### config.mk
export PLATFORM = sky130hd
export DESIGN_NAME = dna_port_reader
export DESIGN_NICKNAME = d
export VERILOG_FILES = /design/src/rtl/dna_port_reader.sv
export SDC_FILE = /design/constraint.sdc
export NUM_CORES = 1
export LEC_CHECK = 0
export ABC_AREA = 1
export CELL_PAD_IN_SITES_DETAIL_PLACEMENT = 0
export CELL_PAD_IN_SITES_GLOBAL_PLACEMENT = 1
export CORE_ASPECT_RATIO = 1.1
export CORE_MARGIN = 2
export CORE_UTILIZATION = 39
export CTS_BUF_LIST = sky130_fd_sc_hd__clkbuf_8
export CTS_CLUSTER_DIAMETER = 50
export DETAILED_ROUTE_END_ITERATION = 8
export PLACE_DENSITY_LB_ADDON = 0.1
export SLEW_MARGIN = 20
export SYNTH_ARGS = -nofsm -noshare
export SYNTH_HDL_FRONTEND = slang
export SYNTH_SLANG_ARGS = --single-unit
### constraint.sdc
create_clock -name clk -period 1.9 [get_ports clk]
set_clock_uncertainty 0.15 [all_clocks]
set_input_delay 0.285 -clock clk [delete_from_list [all_inputs] [get_ports clk]]
set_output_delay 0.285 -clock clk [all_outputs]
set_load 0.02 [all_outputs]
### src/rtl/dna_port_reader.sv
// Reads the 96-bit device ID out of a DNA port primitive. The primitive is clocked by a
// divided clock, and the ID is recirculated through DIN so the primitive keeps its value.
module dna_port_reader #(
    parameter int CLK_DIV    = 4,
    parameter bit AUTO_START = 1'b0
) (
    input  logic        clk,
    input  logic        rst_n,
    input  logic        start,
    output logic        busy,
    output logic        done,
    output logic        valid,
    output logic [95:0] dna_value,
    output logic        dna_clk,
    output logic        dna_read,
    output logic        dna_shift,
    output logic        dna_din,
    input  logic        dna_dout
);
    localparam int HALF    = CLK_DIV / 2;
    localparam int PHASE_W = (HALF > 1) ? $clog2(HALF) : 1;
    localparam logic [PHASE_W-1:0] PHASE_LAST  = PHASE_W'(HALF - 1);
    localparam logic [6:0]         PERIOD_LAST = 7'd95;

    localparam logic [1:0] ST_IDLE   = 2'd0;
    localparam logic [1:0] ST_LOAD   = 2'd1;
    localparam logic [1:0] ST_SHIFT  = 2'd2;
    localparam logic [1:0] ST_FINISH = 2'd3;

    logic [1:0]         state_reg;
    logic [PHASE_W-1:0] phase_reg;
    logic [6:0]         period_reg;
    logic               dna_clk_reg;
    logic               read_reg;
    logic               shift_reg;
    logic               busy_reg;
    logic               done_reg;
    logic               valid_reg;
    logic               auto_pending_reg;
    logic [95:0]        cap_reg;
    logic [95:0]        value_reg;

    logic go;
    logic phase_end;
    logic rise_edge;
    logic period_end;

    // The auto-start request exists only on the first edge after reset release.
    assign go         = start | auto_pending_reg;
    assign phase_end  = (phase_reg == PHASE_LAST);
    assign rise_edge  = phase_end & ~dna_clk_reg;
    assign period_end = phase_end & dna_clk_reg;

    always_ff @(posedge clk or negedge rst_n) begin
        if (!rst_n) begin
            state_reg        <= ST_IDLE;
            phase_reg        <= '0;
            period_reg       <= '0;
            dna_clk_reg      <= 1'b0;
            read_reg         <= 1'b0;
            shift_reg        <= 1'b0;
            busy_reg         <= 1'b0;
            done_reg         <= 1'b0;
            valid_reg        <= 1'b0;
            auto_pending_reg <= AUTO_START;
            cap_reg          <= '0;
            value_reg        <= '0;
        end else begin
            auto_pending_reg <= 1'b0;
            done_reg         <= 1'b0;
            case (state_reg)
                ST_IDLE: begin
                    if (go) begin
                        state_reg   <= ST_LOAD;
                        busy_reg    <= 1'b1;
                        read_reg    <= 1'b1;
                        shift_reg   <= 1'b0;
                        dna_clk_reg <= 1'b0;
                        phase_reg   <= '0;
                        period_reg  <= '0;
                    end
                end
                ST_LOAD, ST_SHIFT: begin
                    phase_reg <= phase_end ? '0 : phase_reg + 1'b1;
                    if (rise_edge) begin
                        dna_clk_reg <= 1'b1;
                        // DOUT is sampled before the primitive sees this rising edge.
                        if (state_reg == ST_SHIFT) begin
                            cap_reg <= {dna_dout, cap_reg[95:1]};
                        end
                    end else if (period_end) begin
                        dna_clk_reg <= 1'b0;
                        if (state_reg == ST_LOAD) begin
                            state_reg <= ST_SHIFT;
                            read_reg  <= 1'b0;
                            shift_reg <= 1'b1;
                        end else if (period_reg == PERIOD_LAST) begin
                            state_reg <= ST_FINISH;
                            shift_reg <= 1'b0;
                            done_reg  <= 1'b1;
                            valid_reg <= 1'b1;
                            value_reg <= cap_reg;
                        end else begin
                            period_reg <= period_reg + 7'd1;
                        end
                    end
                end
                ST_FINISH: begin
                    state_reg <= ST_IDLE;
                    busy_reg  <= 1'b0;
                end
                default: begin
                    state_reg <= ST_IDLE;
                end
            endcase
        end
    end

    assign busy      = busy_reg;
    assign done      = done_reg;
    assign valid     = valid_reg;
    assign dna_value = value_reg;
    assign dna_clk   = dna_clk_reg;
    assign dna_read  = read_reg;
    assign dna_shift = shift_reg;
    assign dna_din   = dna_dout;

endmodule
==> flow_summary.yaml <==
outcome:
  status: "finished, final reports clean"
setup_path:
  cp.arrival_ns: 2.09
  critPathKind: "flip-flop to flip-flop"
  cp-end-kind: "flip-flop"
  startpoint_type: "flip-flop"
  r2r_cells: 9
  cp_max_fo: 15
  required_ns: 2.14
sta:
  rsz0062_at_grt: "yes"
  relSlewSlack_pct: 79.3
  post-route-worst-setup-slack_ns: 0.0567
  drv_slew: 0
  min_period_over_period_pct: 97.0
  setup_viol: 0
  fmax_mhz: 543
  timing.final.crit_period_ns: 1.84
  finalHoldViolations: 0
  worstMarginPinSlew_ns: 0.307
clock_tree:
  insertion_delay_ns: 0.52
  numCtsBuffers: 37
  clk_pin_slew_worst_paths_ns: 0.06
  clk_path_buf_depth: 3
  cts_root_buffer: "clkbuf_8"
  clkSinkCount: 208
  tritoncts: "yes"
  ctsHtreeMaxLevel: 2
final_layout:
  finalNetCount: 1133
  antennaDiodeCount: 0
  drive_gt1_share_pct: 9.10
  syn_to_final_growth_pct: 27.6
  final_util_pct: 50.9
  fill_cells: 2152
logic_synthesis:
  synth_nets: 992
  synth-edff-count: 0
  synth_commonest_cells: "inv_1 (256), dfrtp_1 (208), nand2_1 (185)"
  synth.largest_area_cell: "dfrtp_1"
  ys_top_cells_by_area: "dfrtp_1 (61%), inv_1 (11%), nand2_1 (8.1%), o21ai_0 (8.0%), a21oi_1 (2.9%)"
  postSynthAreaPerCell_sq_um: 8.72
  yosysTopAreaCellShare_pct: 60.8
  async_flop_share_pct: 100
  synth_top_flop_cell: "dfrtp_1"
  synth_cells: 982
  synth_cell_types: 23
  synth_warnings: 0
  ys_seq_area_share_pct: 60.8
  synth_seq_cells: 208
  yosysMostFrequentCell: "inv_1"
  synth_area_sq_um: 8560
die:
  dieArea_sq_um: 23100
  core.rowCount: 56
  core_area_sq_um: 21400
  start_util_pct: 39.9
  die_y_um: 159
  fp.dieW_um: 145
  ios: 107
routing:
  routed-via-count: 6154
  wl_per_cell_um: 12.8
  totalWireLength_mm: 18.3
  detail_route.first_pass.iterations: 4
  ant_nets: 0
  drt_iter0_drc: 289
  drc_errors: 0
  avgViaCountPerCell: 4.29
placement:
  io_buffers: 106
  gp_congestion: 0.750
  pre_cts_ws_ns: -0.0495
  place_hpwl_mm: 10.5
min_path:
  hold_path.class: "input pin to asynchronous set/reset pin"
grt:
  grt_pass1_vias: 5931
  grt_antenna_before_repair: 0
  grt_max_degree: 75
  grt_first_pass_wirelength_mm: 28.9
  gr-usage-all-layers_pct: 14.8
  grt_overflow: 0
power_and_ir_drop:
  p_leak_nw: 6.89
  vdd_drop_max_mv: 0.469
  powerDensity_nw_per_um2: 772
run:
  drv_cap: 0
## metal layers
metal	part of all wire [%]	routed length, um	vias up	track usage [%]
met2	45	8220	102	23.1
met5	0	0	-	0
met3	4.1	742	30	3.47
met1	49	9000	2794	20.6
met4	1.9	356	0	4.95
li1	-	-	3228	-
## area by class of cell
cell class | count | area, sq um | area share [%]
well taps | 290 | 363 | 3.32
clock buffers | 44 | 606 | 5.54
repair buffers | 147 | 1510 | 13.8
clock inverters | 15 | 67.6 | 0.619
multi-input cells | 472 | 2200 | 20.2
inverters | 257 | 965 | 8.83
flip-flops and latches | 208 | 5200 | 47.7
## metrics by stage
stage                     setup TNS (ns)  hold WS, ns  area [sq um]  power [mW]  instances
final                                  0       0.0780         10900        8.43       1433
after global placement                 0       0.0293         10100        4.67       1364
after detailed placement          -0.634       0.0268         10100        4.67       1364
after global routing              -0.414       0.0660         10900        8.82       1433
after floorplan                        0       -0.161          8570        4.55        982
after CTS                              0       0.0602         10700        8.60       1424
## placed cells by master (no fill, tap or decap)
| master | count |
|---|---|
| inv_1 | 267 |
| dfrtp_1 | 208 |
| nand2_1 | 185 |
| dlygate4sd2_1 | 102 |
| o21ai_0 | 90 |
| o21ai_1 | 62 |
| nor2_1 | 53 |
| a21oi_1 | 50 |
| clkbuf_8 | 44 |
| buf_4 | 21 |
| nand3_1 | 10 |
| buf_12 | 8 |
| clkbuf_16 | 5 |
| o21ai_2 | 4 |
| ha_1 | 4 |
| clkinvlp_4 | 3 |
| clkdlybuf4s50_1 | 3 |
| buf_16 | 3 |
| inv_2 | 2 |
| nor2_4 | 2 |
| nand4_1 | 2 |
| buf_8 | 2 |
| buf_6 | 2 |
| nand3_2 | 1 |
| nor4_1 | 1 |
| nand3_4 | 1 |
| nor3_4 | 1 |
| nand2_8 | 1 |
| nor2_2 | 1 |
| o21bai_1 | 1 |
| or2_2 | 1 |
| ha_4 | 1 |
| ha_2 | 1 |
| dlygate4sd3_1 | 1 |
## where the power goes
part	internal, mW	switching [mW]	total [mW]
registers	4.45	0.00859	4.45
clock network	2.08	1.76	3.84
logic	0.0333	0.101	0.134
total	6.56	1.87	8.43
## cell families after synthesis
| kind of cell | count (synthesis) | share of synthesized area [%] |
|---|---|---|
| buf+inv | 302 | 14.2 |
| simple gates | 259 | 12.0 |
| flops | 208 | 60.8 |
| compound gates | 207 | 12.1 |
| fa+ha+maj | 6 | 0.877 |
## critical path, cell delays in order, from the launching register on
cell and delay, ns:
dfrtp_1 0.34, inv_1 0.07, ha_4 0.30, inv_2 0.07
nor2_4 0.11, nand3_4 0.11, buf_12 0.18, clkbuf_16 0.18
o21ai_0 0.14, inv_1 0.06
## final timing paths
kind | start | to | slack (ns)
hold reg to reg | valid | valid | 0.32
max in group asynchronous | rst_n | dna_value[55] | 0.89
hold / removal | rst_n | cap_reg[29] | 0.08
setup / recovery | state_reg[1] | dna_value[95] | 0.06
setup reg to reg | state_reg[1] | dna_value[95] | 0.06
min in group clk | valid | valid | 0.32
## repair_timing
action | CTS | global route
resized for setup | 103 | 66
setup buffers | 0 | 1
cloned | 0 | 8
setup endpoints to repair | 126 | 144
hold endpoints to repair | 208 | 0
hold buffers | 1 | 0
pin swaps | 0 | 2
(Power assumes the default switching activity.)
